### config.mk
export PLATFORM = sky130hd
export DESIGN_NAME = btn_step_gen_flat
export DESIGN_NICKNAME = d
export VERILOG_FILES = /design/src/rtl/btn_step_gen_if.sv /design/src/rtl/btn_step_gen.sv /design/src/flat_wrapper.sv
export SDC_FILE = /design/constraint.sdc
export NUM_CORES = 1
export LEC_CHECK = 0
export CORE_MARGIN = 2
export CORE_UTILIZATION = 51
export DETAILED_ROUTE_END_ITERATION = 10
export PLACE_DENSITY = 0.75
export SETUP_SLACK_MARGIN = 0.15
export SLEW_MARGIN = 20
export SYNTH_ARGS = -nofsm -noshare
export SYNTH_HDL_FRONTEND = slang
export SYNTH_SLANG_ARGS = --single-unit
### constraint.sdc
create_clock -name Clk -period 2 [get_ports Clk]
set_input_delay 0.2 -clock Clk [delete_from_list [all_inputs] [get_ports Clk]]
set_output_delay 0.2 -clock Clk [all_outputs]
set_load 0.005 [all_outputs]
### src/rtl/btn_step_gen_if.sv
// Board-side signal bundle for the button step generator: raw button and
// switches in, step pulse, debounced level, switch snapshot and press count out.
interface btn_step_gen_if #(
   parameter int SW_WIDTH    = 4,
   parameter int COUNT_WIDTH = 8
);
   logic                   Btn;
   logic [SW_WIDTH-1:0]    Sw;
   logic                   Step;
   logic                   Level;
   logic [SW_WIDTH-1:0]    SwLatched;
   logic [COUNT_WIDTH-1:0] PressCount;

   modport master (
      output Btn, Sw,
      input  Step, Level, SwLatched, PressCount
   );

   modport slave (
      input  Btn, Sw,
      output Step, Level, SwLatched, PressCount
   );
endinterface

### src/rtl/btn_step_gen.sv
// Centre-button conditioner: synchronizes and debounces Btn, emits one Step per
// accepted press, snapshots the synchronized switches and counts presses.
module btn_step_gen #(
   parameter int DEBOUNCE_CYCLES = 1000000,
   parameter int SW_WIDTH        = 4,
   parameter int COUNT_WIDTH     = 8
) (
   input  logic          Clk,
   input  logic          Rst_n,
   btn_step_gen_if.slave io
);
   localparam int CNT_W = (DEBOUNCE_CYCLES < 1) ? 1 : $clog2(DEBOUNCE_CYCLES + 1);
   localparam logic [CNT_W-1:0]       CNT_MAX = CNT_W'(DEBOUNCE_CYCLES);
   localparam logic [CNT_W-1:0]       CNT_ONE = CNT_W'(1);
   localparam logic [COUNT_WIDTH-1:0] PC_ONE  = COUNT_WIDTH'(1);

   typedef enum logic [1:0] {
      IDLE         = 2'd0,
      PRESS_WAIT   = 2'd1,
      HELD         = 2'd2,
      RELEASE_WAIT = 2'd3
   } state_t;

   logic                   btn_p0_q, btn_p0_d, btn_p1_q, btn_p1_d;
   logic [SW_WIDTH-1:0]    sw_p0_q, sw_p0_d, sw_p1_q, sw_p1_d;
   state_t                 state_q, state_d;
   logic [CNT_W-1:0]       cnt_q, cnt_d;
   logic                   step_q, step_d;
   logic                   level_q, level_d;
   logic [SW_WIDTH-1:0]    swl_q, swl_d;
   logic [COUNT_WIDTH-1:0] press_cnt_q, press_cnt_d;

   always_comb begin
      btn_p0_d    = io.Btn;
      btn_p1_d    = btn_p0_q;
      sw_p0_d     = io.Sw;
      sw_p1_d     = sw_p0_q;
      state_d     = state_q;
      cnt_d       = cnt_q;
      step_d      = 1'b0;
      level_d     = level_q;
      swl_d       = swl_q;
      press_cnt_d = press_cnt_q;

      // btn_p1_q is the synchronized button; cnt counts stable samples seen so far
      case (state_q)
         IDLE: begin
            if (btn_p1_q) begin
               state_d = PRESS_WAIT;
               cnt_d   = CNT_ONE;
            end
         end
         PRESS_WAIT: begin
            if (!btn_p1_q) begin
               state_d = IDLE;
            end else if (cnt_q == CNT_MAX) begin
               state_d     = HELD;
               step_d      = 1'b1;
               level_d     = 1'b1;
               swl_d       = sw_p1_q;
               press_cnt_d = press_cnt_q + PC_ONE;
            end else begin
               cnt_d = cnt_q + CNT_ONE;
            end
         end
         HELD: begin
            if (!btn_p1_q) begin
               state_d = RELEASE_WAIT;
               cnt_d   = CNT_ONE;
            end
         end
         RELEASE_WAIT: begin
            if (btn_p1_q) begin
               state_d = HELD;
            end else if (cnt_q == CNT_MAX) begin
               state_d = IDLE;
               level_d = 1'b0;
            end else begin
               cnt_d = cnt_q + CNT_ONE;
            end
         end
         default: state_d = IDLE;
      endcase
   end

   always_ff @(posedge Clk or negedge Rst_n) begin
      if (!Rst_n) begin
         btn_p0_q    <= 1'b0;
         btn_p1_q    <= 1'b0;
         sw_p0_q     <= '0;
         sw_p1_q     <= '0;
         state_q     <= IDLE;
         cnt_q       <= '0;
         step_q      <= 1'b0;
         level_q     <= 1'b0;
         swl_q       <= '0;
         press_cnt_q <= '0;
      end else begin
         btn_p0_q    <= btn_p0_d;
         btn_p1_q    <= btn_p1_d;
         sw_p0_q     <= sw_p0_d;
         sw_p1_q     <= sw_p1_d;
         state_q     <= state_d;
         cnt_q       <= cnt_d;
         step_q      <= step_d;
         level_q     <= level_d;
         swl_q       <= swl_d;
         press_cnt_q <= press_cnt_d;
      end
   end

   assign io.Step       = step_q;
   assign io.Level      = level_q;
   assign io.SwLatched  = swl_q;
   assign io.PressCount = press_cnt_q;
endmodule

### src/flat_wrapper.sv
// flat-port wrapper written by rule: the top's interface ports become plain ports
module btn_step_gen_flat 
#(
   parameter int DEBOUNCE_CYCLES = 1000000,
   parameter int SW_WIDTH        = 4,
   parameter int COUNT_WIDTH     = 8
)
  (Clk, Rst_n, io_Btn, io_Sw, io_Step, io_Level, io_SwLatched, io_PressCount);
  btn_step_gen_if #(.SW_WIDTH(SW_WIDTH), .COUNT_WIDTH(COUNT_WIDTH)) io_i ();
  input  logic Clk;
  input  logic Rst_n;
  input wire logic [$bits(io_i.Btn)-1:0] io_Btn;
  input wire logic [$bits(io_i.Sw)-1:0] io_Sw;
  output wire logic [$bits(io_i.Step)-1:0] io_Step;
  output wire logic [$bits(io_i.Level)-1:0] io_Level;
  output wire logic [$bits(io_i.SwLatched)-1:0] io_SwLatched;
  output wire logic [$bits(io_i.PressCount)-1:0] io_PressCount;
  assign io_i.Btn = io_Btn;
  assign io_i.Sw = io_Sw;
  assign io_Step = io_i.Step;
  assign io_Level = io_i.Level;
  assign io_SwLatched = io_i.SwLatched;
  assign io_PressCount = io_i.PressCount;
  btn_step_gen #(.DEBOUNCE_CYCLES(DEBOUNCE_CYCLES), .SW_WIDTH(SW_WIDTH), .COUNT_WIDTH(COUNT_WIDTH)) u_core (.Clk(Clk), .Rst_n(Rst_n), .io(io_i));
endmodule
---- After elaboration in Yosys (flattened, before gate mapping) ----
Cells that the tools add are included.
storage, ports and cells
  register bits after elaboration ......... 46
  input port bits ......................... 7
  logic and storage cells ................. 51
cells by class
  add/subtract/negate cells ............... 2
  eq/ne operators ......................... 12
  mux-type cells .......................... 21
  reduce and logical (&&, ||, !) cells .... 6
operator list
  kind                   count
  $mux 20                5
  $pmux 20 s4            1
  $add 20x1->20 const B  1
  $eq 20x20->1 const B   1
  $mux 2                 6
  $add 8x1->8 const B    1
  $ne 2x1->1 const B     4
  $pmux 2 s4             1
  $reduce_and 4->1       2
  $mux 1                 7
  $reduce_and 5->1       1
  $eq 2x2->1 const B     2
  $ne 2x2->1 const B     2
  $ne 3x1->1 const B     1
  $ne 3x3->1 const B     1
  $reduce_and 3->1       1
  $eq 2x1->1 const B     1
  $logic_not 2->1        1
  $pmux 1 s2             1
  $reduce_bool 2->1      1

---- Depth between registers and ports, before layout ----
Gate-level depths: netlist of run 1.
  word-level depth ........................ 4
  gate-level depth with buffers ........... 9
  depth with buffers taken out ............ 7

---- Worst setup path before layout of run 1 ----
OpenSTA, ideal clock, no wires.
  path kind ............................... flip-flop to flip-flop
  start point ............................. reg u_core.cnt_q[0]
  end point ............................... reg u_core.press_cnt_q[1] (netlist: u_core.io.PressCount[1])
  library setup time ...................... 0.125 ns
  arrival time ............................ 1.873 ns
  required time ........................... 1.875 ns
  slack ................................... 0.002 ns
  stages on the path, launching flop included .. 7
  buffers on the path ..................... 0
  period minus slack after synthesis ...... 1.998 ns
  path through ............................ dfrtp_1 -> inv_1 -> ha_1 -> nor4bb_1 -> nand4_1 -> nor3_4 -> mux2_2
between the ends
  word-level cells in the longest chain between the ends .. 2
ends and longest elaborated chain
  what                        line                 source
  from (decl)                 btn_step_gen.sv:27   logic [CNT_W-1:0] cnt_q, cnt_d;
  from (signal assigned)      btn_step_gen.sv:104  cnt_q <= cnt_d;
  $eq 20x20->1                btn_step_gen.sv:56   end else if (cnt_q == CNT_MAX) begin
  $reduce_and 3->1 (no line)  n/a
  to (signal assigned)        btn_step_gen.sv:108  press_cnt_q <= press_cnt_d;
  to (decl)                   btn_step_gen.sv:31   logic [COUNT_WIDTH-1:0] press_cnt_q, press_cnt_d;
Every way passes these cells.
A chain may end at the register's enable or synchronous reset.

---- Final worst setup path of run 1 ----
  start point ............................. reg u_core.cnt_q[7]
  end point ............................... reg u_core.cnt_q[15]
between the ends
  word-level cells in the longest chain between the ends .. 4
ends and longest elaborated chain
  what                                           line                                    source
  $add 20x1->20 or $eq 20x20->1 (tied branches)  n/a
  $mux 20 (*)                                    btn_step_gen.sv:56, btn_step_gen.sv:75
  $mux 20, on equally long branches              btn_step_gen.sv:73, btn_step_gen.sv:54
  $pmux 20 s4 (*)                                btn_step_gen.sv:46                      case (state_q)
Every way passes the cells marked *; elsewhere a longest branch is shown, timed or not. The select of a mux whose other input is x is not followed.

==> impl_metrics.toml, run 1 <==
[clock_network]
cts_tree = "built"
cts.sinks = 46
clk_path_buf_depth = 2
h-tree-depth = 2
cts-buffers-inserted = 5
cts.clk_slew.worst_paths_ns = 0.09
cts-root-buf = "clkbuf_8"
clkLatencyLatePin_ns = 0.30

[yosys]
syn-cell-area_um2 = 2150
netlist.area_leader.share_pct = 53.5
synth_seq_cells = 46
seq_area_frac_synth_pct = 53.5
yosysWarnings = 0
synthTopCellsByArea = "dfrtp_1 53%, mux2_2 4.7%, nand2_1 3.7%, nand3_1 3.3%, xnor2_1 3.3%"
synth.largest_area_cell = "dfrtp_1"
synthDistinctLibCells = 39
syn_inst = 198
syn_area_per_cell_um2 = 10.9
synth_edf_count = 0
async_reset_ff_share_pct = 100
synthFlopType = "dfrtp_1"
syn_nets = 208

[placed_design]
dpl.hpwl_um = 3190
dpl.cell_count = 283
port_buffers = 20
place_area_um2 = 2560
gp_congestion = 0.921

[drt]
firstDrtPassIters = 4
drtIter0Drc = 98
ant_nets = 0
drt_drc_violations_left = 0
routedWlPerCell_um = 16.4
vias = 1742
via_per_inst = 5.85
wl_um = 4870

[floorplan]
fp.coreArea_um2 = 4030
die_area_um2 = 4760
num_io_pins = 21
rows = 23
die-height_um = 69.0
start_util_pct = 53.4
dieWidth_um = 69.0

[worst_setup_path]
path_class = "reg2reg"
critPathTopFamily = "simple AND/OR/NAND/NOR gates"
slowest_delay_ns = 0.54
crit_required_ns = 2.22
cpMaxStageDelayCell = "or4b_4"
cp_num_buf_inv = 2
crit_chain = "or4b_4, or2_4, buf_4, o21ai_2, buf_12, o31ai_1, a21oi_1"
crit_fanout = 22
start_kind = "flop"
crit_path_end_kind = "flop"
critPathArrivalTime_ns = 2.25

[final_layout]
ff_latch_area_um2 = 1150
final_area_um2 = 2810
synthToLayoutAreaGrowth_pct = 30.5
stdcell_count = 298
finish.utilization_pct = 69.7
final_nets = 257
antennaDiodeCount = 0
multi_input_area_um2 = 1010
n_fill_cell = 267
layout-drive-gt1-share_pct = 23.8

[power]
peakVddDrop_mv = 0.837
leakagePower_uw = 0.00125
p_per_area_nw_per_um2 = 652

[timing]
finClkSkew_ns = 0.00883
finalSetupViolations = 4
rsz0062_at_grt = "yes"
drv_slew = 0
fmax_mhz = 493
finalCritPeriodShare_pct = 102
worstMarginPinSlew_ns = 0.751
max_slew_margin_pct = 49.9
hold_viol_final = 0
post-route-min-period_ns = 2.03
setup_ws_ns = -0.0304

[global_routing]
grt_overflow = 0
grt_pass1_vias = 1678
antenna_found_initial = 0
grt_pass1_wl_um = 7940
grt_usage_pct = 23.1
grt_max_degree = 35

[status]
outcome = "finished, violations left"
violations = "negative setup slack"

[run]
cap_violations = 0

[hold_path]
hold_class = "in2reg"
[registers in the layout (all words and copies together) (netlist names), named ones only]
name	count
u_core.sw_p0_q	4
u_core.io.SwLatched	4
u_core.io.Level	1
u_core.btn_p1_q	1
u_core.state_q	1
u_core.btn_p0_q	1
u_core.cnt_q	20
u_core.io.Step	1
u_core.io.PressCount	8
u_core.sw_p1_q	4
[final timing paths]
check	start	slack (ns)	end	depth (start not counted)
worst max-delay path	u_core.cnt_q[7]	-0.03	u_core.cnt_q[15]	7
worst min-delay path	io_Sw[2]	0.33	u_core.sw_p0_q[2]	1
worst max register to register	u_core.cnt_q[7]	-0.03	u_core.cnt_q[15]	7
worst min register to register	u_core.sw_p0_q[1]	0.36	u_core.sw_p1_q[1]	0
max in group asynchronous	Rst_n	0.89	u_core.io.PressCount[7]	3
min in group asynchronous	Rst_n	0.50	u_core.sw_p1_q[0]	2
[logic make-up after synthesis]
kind of cell             Yosys count  synth area share [%]
adder cells (fa/ha/maj)            3                  1.74
multiplexers                      10                  5.17
AO/OA/AOI/OAI                     27                  8.31
AND/OR/NAND/NOR                   88                  23.5
flip-flops                        46                  53.5
XOR/XNOR                          12                  4.88
buffers and inverters             12                  2.91
[per-stage QoR]
stage | hold slack, ns | TNS (ns) | total power (uW) | worst slack (ns)
final | 0.325 | -0.0877 | 1830 | -0.0304
after global routing | 0.311 | -0.962 | 1900 | -0.0942
after CTS | 0.318 | -0.0138 | 1830 | -0.0137
after detailed placement | 0.306 | -0.125 | 1140 | -0.0588
after global placement | 0.302 | 0 | 1130 | 0.0326
after floorplan | -0.0956 | 0 | 1060 | 0.00611
[cell usage in the layout, fill, tap and decap left out, drive strengths merged, types with 3 or more instances in the layout]
cell type	n
a21oi	6
a22o	7
and4	3
buf	30
clkbuf	6
clkdlybuf4s50	19
dfrtp	46
ha	3
inv	4
mux2	9
nand2	21
nand3	14
nand4	7
nor2	12
nor3	6
nor4bb	3
o21ai	9
o31ai	3
or4	4
or4b	3
xnor2	8
xor2	4
[what timing repair did]
item,4_1_cts,5_1_grt
gates resized for setup,13,6
buffers inserted,4,2
hold buffers,1,0
cloned,0,0
pin swaps,12,4
setup endpoints to repair,19,31
endpoints found under the hold margin,32,0
[per-layer routing]
layer	GRT usage, %	share of wire, %	wire (um)	up-vias
li1	-	-	-	813
met1	28.5	42	2030	871
met2	38.9	52	2530	49
met3	4.55	4.8	232	9
met4	11.0	1.7	85	0
met5	0	0	0	-
[synth_stat cells, types with 4 or more instances]
master,instances
nor2_1,12
nand4_1,7
o21ai_0,8
clkbuf_1,4
a21oi_1,6
xor2_1,4
inv_1,4
nand3_1,14
nor3_1,4
mux2_2,9
nand2_1,21
a22o_1,7
or4_1,4
xnor2_1,8
dfrtp_1,46
[power breakdown]
part	total [uW]	internal [uW]	switching [uW]
logic	162	76.2	85.9
registers	981	957	23.5
clock network	689	373	316
[layout make-up]
class	count	area share, %
Tap cell	50	2.23
Clock buffer	6	2.58
Sequential cell	46	41.0
Multi-Input combinational cell	140	36.1
Inverter	4	0.535
Clock inverter	2	1.34
Timing Repair Buffer	50	16.2
Power figures use the tool's default switching activity.
==> inputs of run 2 (changes only) <==
--- a/config.mk
+++ b/config.mk
@@ -7,10 +7,10 @@
 export LEC_CHECK = 0
 export CORE_MARGIN = 2
 export CORE_UTILIZATION = 51
+export CTS_CLUSTER_SIZE = 30
 export DETAILED_ROUTE_END_ITERATION = 10
 export PLACE_DENSITY = 0.75
 export SETUP_SLACK_MARGIN = 0.15
-export SLEW_MARGIN = 20
 export SYNTH_ARGS = -nofsm -noshare
 export SYNTH_HDL_FRONTEND = slang
 export SYNTH_SLANG_ARGS = --single-unit
==> results of run 2 <==
Same layout as run 1: the final DEF is identical, and so are final timing and power.
==> inputs of run 3 (changes only) <==
--- a/config.mk
+++ b/config.mk
@@ -11,6 +11,7 @@
 export DETAILED_ROUTE_END_ITERATION = 10
 export PLACE_DENSITY = 0.75
 export SETUP_SLACK_MARGIN = 0.15
+export SKIP_CTS_REPAIR_TIMING = 1
 export SYNTH_ARGS = -nofsm -noshare
 export SYNTH_HDL_FRONTEND = slang
 export SYNTH_SLANG_ARGS = --single-unit
==> constraint.sdc (replaced) <==
create_clock -name Clk -period 2 [get_ports Clk]
set_input_delay 0.4 -clock Clk [delete_from_list [all_inputs] [get_ports Clk]]
set_output_delay 0.4 -clock Clk [all_outputs]
set_load 0.005 [all_outputs]
==> run 3 against run 2 <==
Against the previous run: global-route usage about the same; cell count increased by 2.7%; clock-buffer cell count stayed put; flip-flop and latch count stayed put; utilization is 3.3 points higher; via count increased by 7.1%; the flow still finishes with violations (negative setup slack); first-iteration DRC count increased by 95%.
==> impl_metrics.toml, run 3 (same netlist as run 1, synthesis figures left out) <==
[status]
outcome = "finished, violations left"
violations = "negative setup slack"

[worst_setup_path]
cp_num_buf_inv = 4
cpMaxStageDelayCell = "dfrtp_1"
crit_path_end_kind = "flop"
path_class = "reg2reg"
crit_required_ns = 2.19
slowest_delay_ns = 0.49
crit_fanout = 7
start_kind = "flop"
critPathTopFamily = "simple AND/OR/NAND/NOR gates"
crit_chain = "nor4bb_4, nand4_1, buf_4, buf_6, nor3_4, buf_12, buf_6, nand4_1, xnor2_1"
critPathArrivalTime_ns = 2.30

[timing]
worstMarginPinSlew_ns = 0.473
finalSetupViolations = 12
post-route-min-period_ns = 2.10
finClkSkew_ns = 0.00807
setup_ws_ns = -0.101
whs_ns = 0.350
hold_viol_final = 0
rsz0062_at_grt = "yes"
drv_slew = 0
finalCritPeriodShare_pct = 105
finalSetupTns_ns = -0.579
max_slew_margin_pct = 68.3
fmax_mhz = 476

[clock_network]
cts.sinks = 46
h-tree-depth = 2
cts-buffers-inserted = 5
clk_path_buf_depth = 2
clkLatencyLatePin_ns = 0.30
cts-root-buf = "clkbuf_8"
cts.clk_slew.worst_paths_ns = 0.09
cts_tree = "built"

[global_routing]
grt_overflow = 0
grt_usage_pct = 23.1
grt_max_degree = 23
top_usage_layer = "met2"
met3_usage_pct = 5.68
use_met2_pct = 39.5
grtUsageMet1_pct = 27.3
grt_pass1_vias = 1763
antenna_found_initial = 0
grt_pass1_wl_um = 7890

[run]
cap_violations = 0

[final_layout]
final_cell_mix = "45 x dfrtp_1, 25 x buf_4, 20 x nand2_1"
regMostFlops = "u_core.cnt_q"
antennaDiodeCount = 0
synthToLayoutAreaGrowth_pct = 36.7
stdcell_count = 306
final_area_um2 = 2940
final_common_cell = "dfrtp_1"
final_nets = 265
layout-drive-gt1-share_pct = 30.9
largest_reg_flops = 20
n_fill_cell = 272

[drt]
vias = 1866
ant_nets = 0
via_per_inst = 6.10
drtIter0Drc = 191
wl_um = 5620
routedWlPerCell_um = 18.4
firstDrtPassIters = 4
drt_drc_violations_left = 0

[power]
total_power_uw = 1880
leakagePower_uw = 0.00131
p_per_area_nw_per_um2 = 637
peakVddDrop_mv = 0.539

[hold_path]
hold_class = "reg2reg"

[placed_design]
port_buffers = 20
place_area_um2 = 2550
gp_congestion = 0.907
dpl.cell_count = 282
dpl.hpwl_um = 3330

[floorplan]
rows = 23
die-height_um = 69.0
num_io_pins = 21
start_util_pct = 53.4
fp.coreArea_um2 = 4030
dieWidth_um = 69.0
die_area_um2 = 4760
## run 3: final cells by class
type / instances / area (um^2) / share of cell area, %
flip-flops and latches: 46 / 1150 / 39.2
multi-input cells: 140 / 1040 / 35.3
repair buffers: 58 / 563 / 19.1
clock buffers: 6 / 72.6 / 2.47
well taps: 50 / 62.6 / 2.13
clock inverters: 2 / 37.5 / 1.28
inverters: 4 / 15.0 / 0.510
## run 3: worst paths after layout
kind                                   start  depth (start not counted)  slack (ns)                 endpoint
setup / recovery            u_core.cnt_q[14]                          9       -0.10  u_core.io.PressCount[4]
hold / removal             u_core.sw_p0_q[2]                          0        0.35        u_core.sw_p1_q[2]
setup reg to reg            u_core.cnt_q[14]                          9       -0.10  u_core.io.PressCount[4]
hold reg to reg            u_core.sw_p0_q[2]                          0        0.35        u_core.sw_p1_q[2]
max in group asynchronous              Rst_n                          3        0.97         u_core.cnt_q[15]
min in group asynchronous              Rst_n                          2        0.51        u_core.sw_p0_q[3]
## run 3: layer usage
| layer | share of wire, % | vias to the layer above | routed length, um |
|---|---|---|---|
| met3 | 6.8 | 16 | 380 |
| met2 | 53 | 81 | 2950 |
| li1 | - | 828 | - |
| met5 | 0 | - | 0 |
| met4 | 2.5 | 0 | 140 |
| met1 | 38 | 941 | 2150 |
## run 3: power breakdown
| part | switching, uW | internal (uW) | total (uW) | leakage [uW] |
|---|---|---|---|---|
| combinational | 103 | 96.8 | 200 | 0.000643 |
| sequential | 24.6 | 958 | 983 | 0.000610 |
| clock | 320 | 373 | 693 | 0.0000514 |
| total | 447 | 1430 | 1880 | 0.00131 |
## run 3: through the flow
step / utilization, % / setup WS (ns)
2_1_floorplan: - / 0.00611
3_3_place_gp: 63.4 / 0.0408
3_5_place_dp: 63.4 / -0.0720
4_1_cts: 66.1 / -0.0864
5_1_grt: 73.0 / -0.186
6_report: 73.0 / -0.101
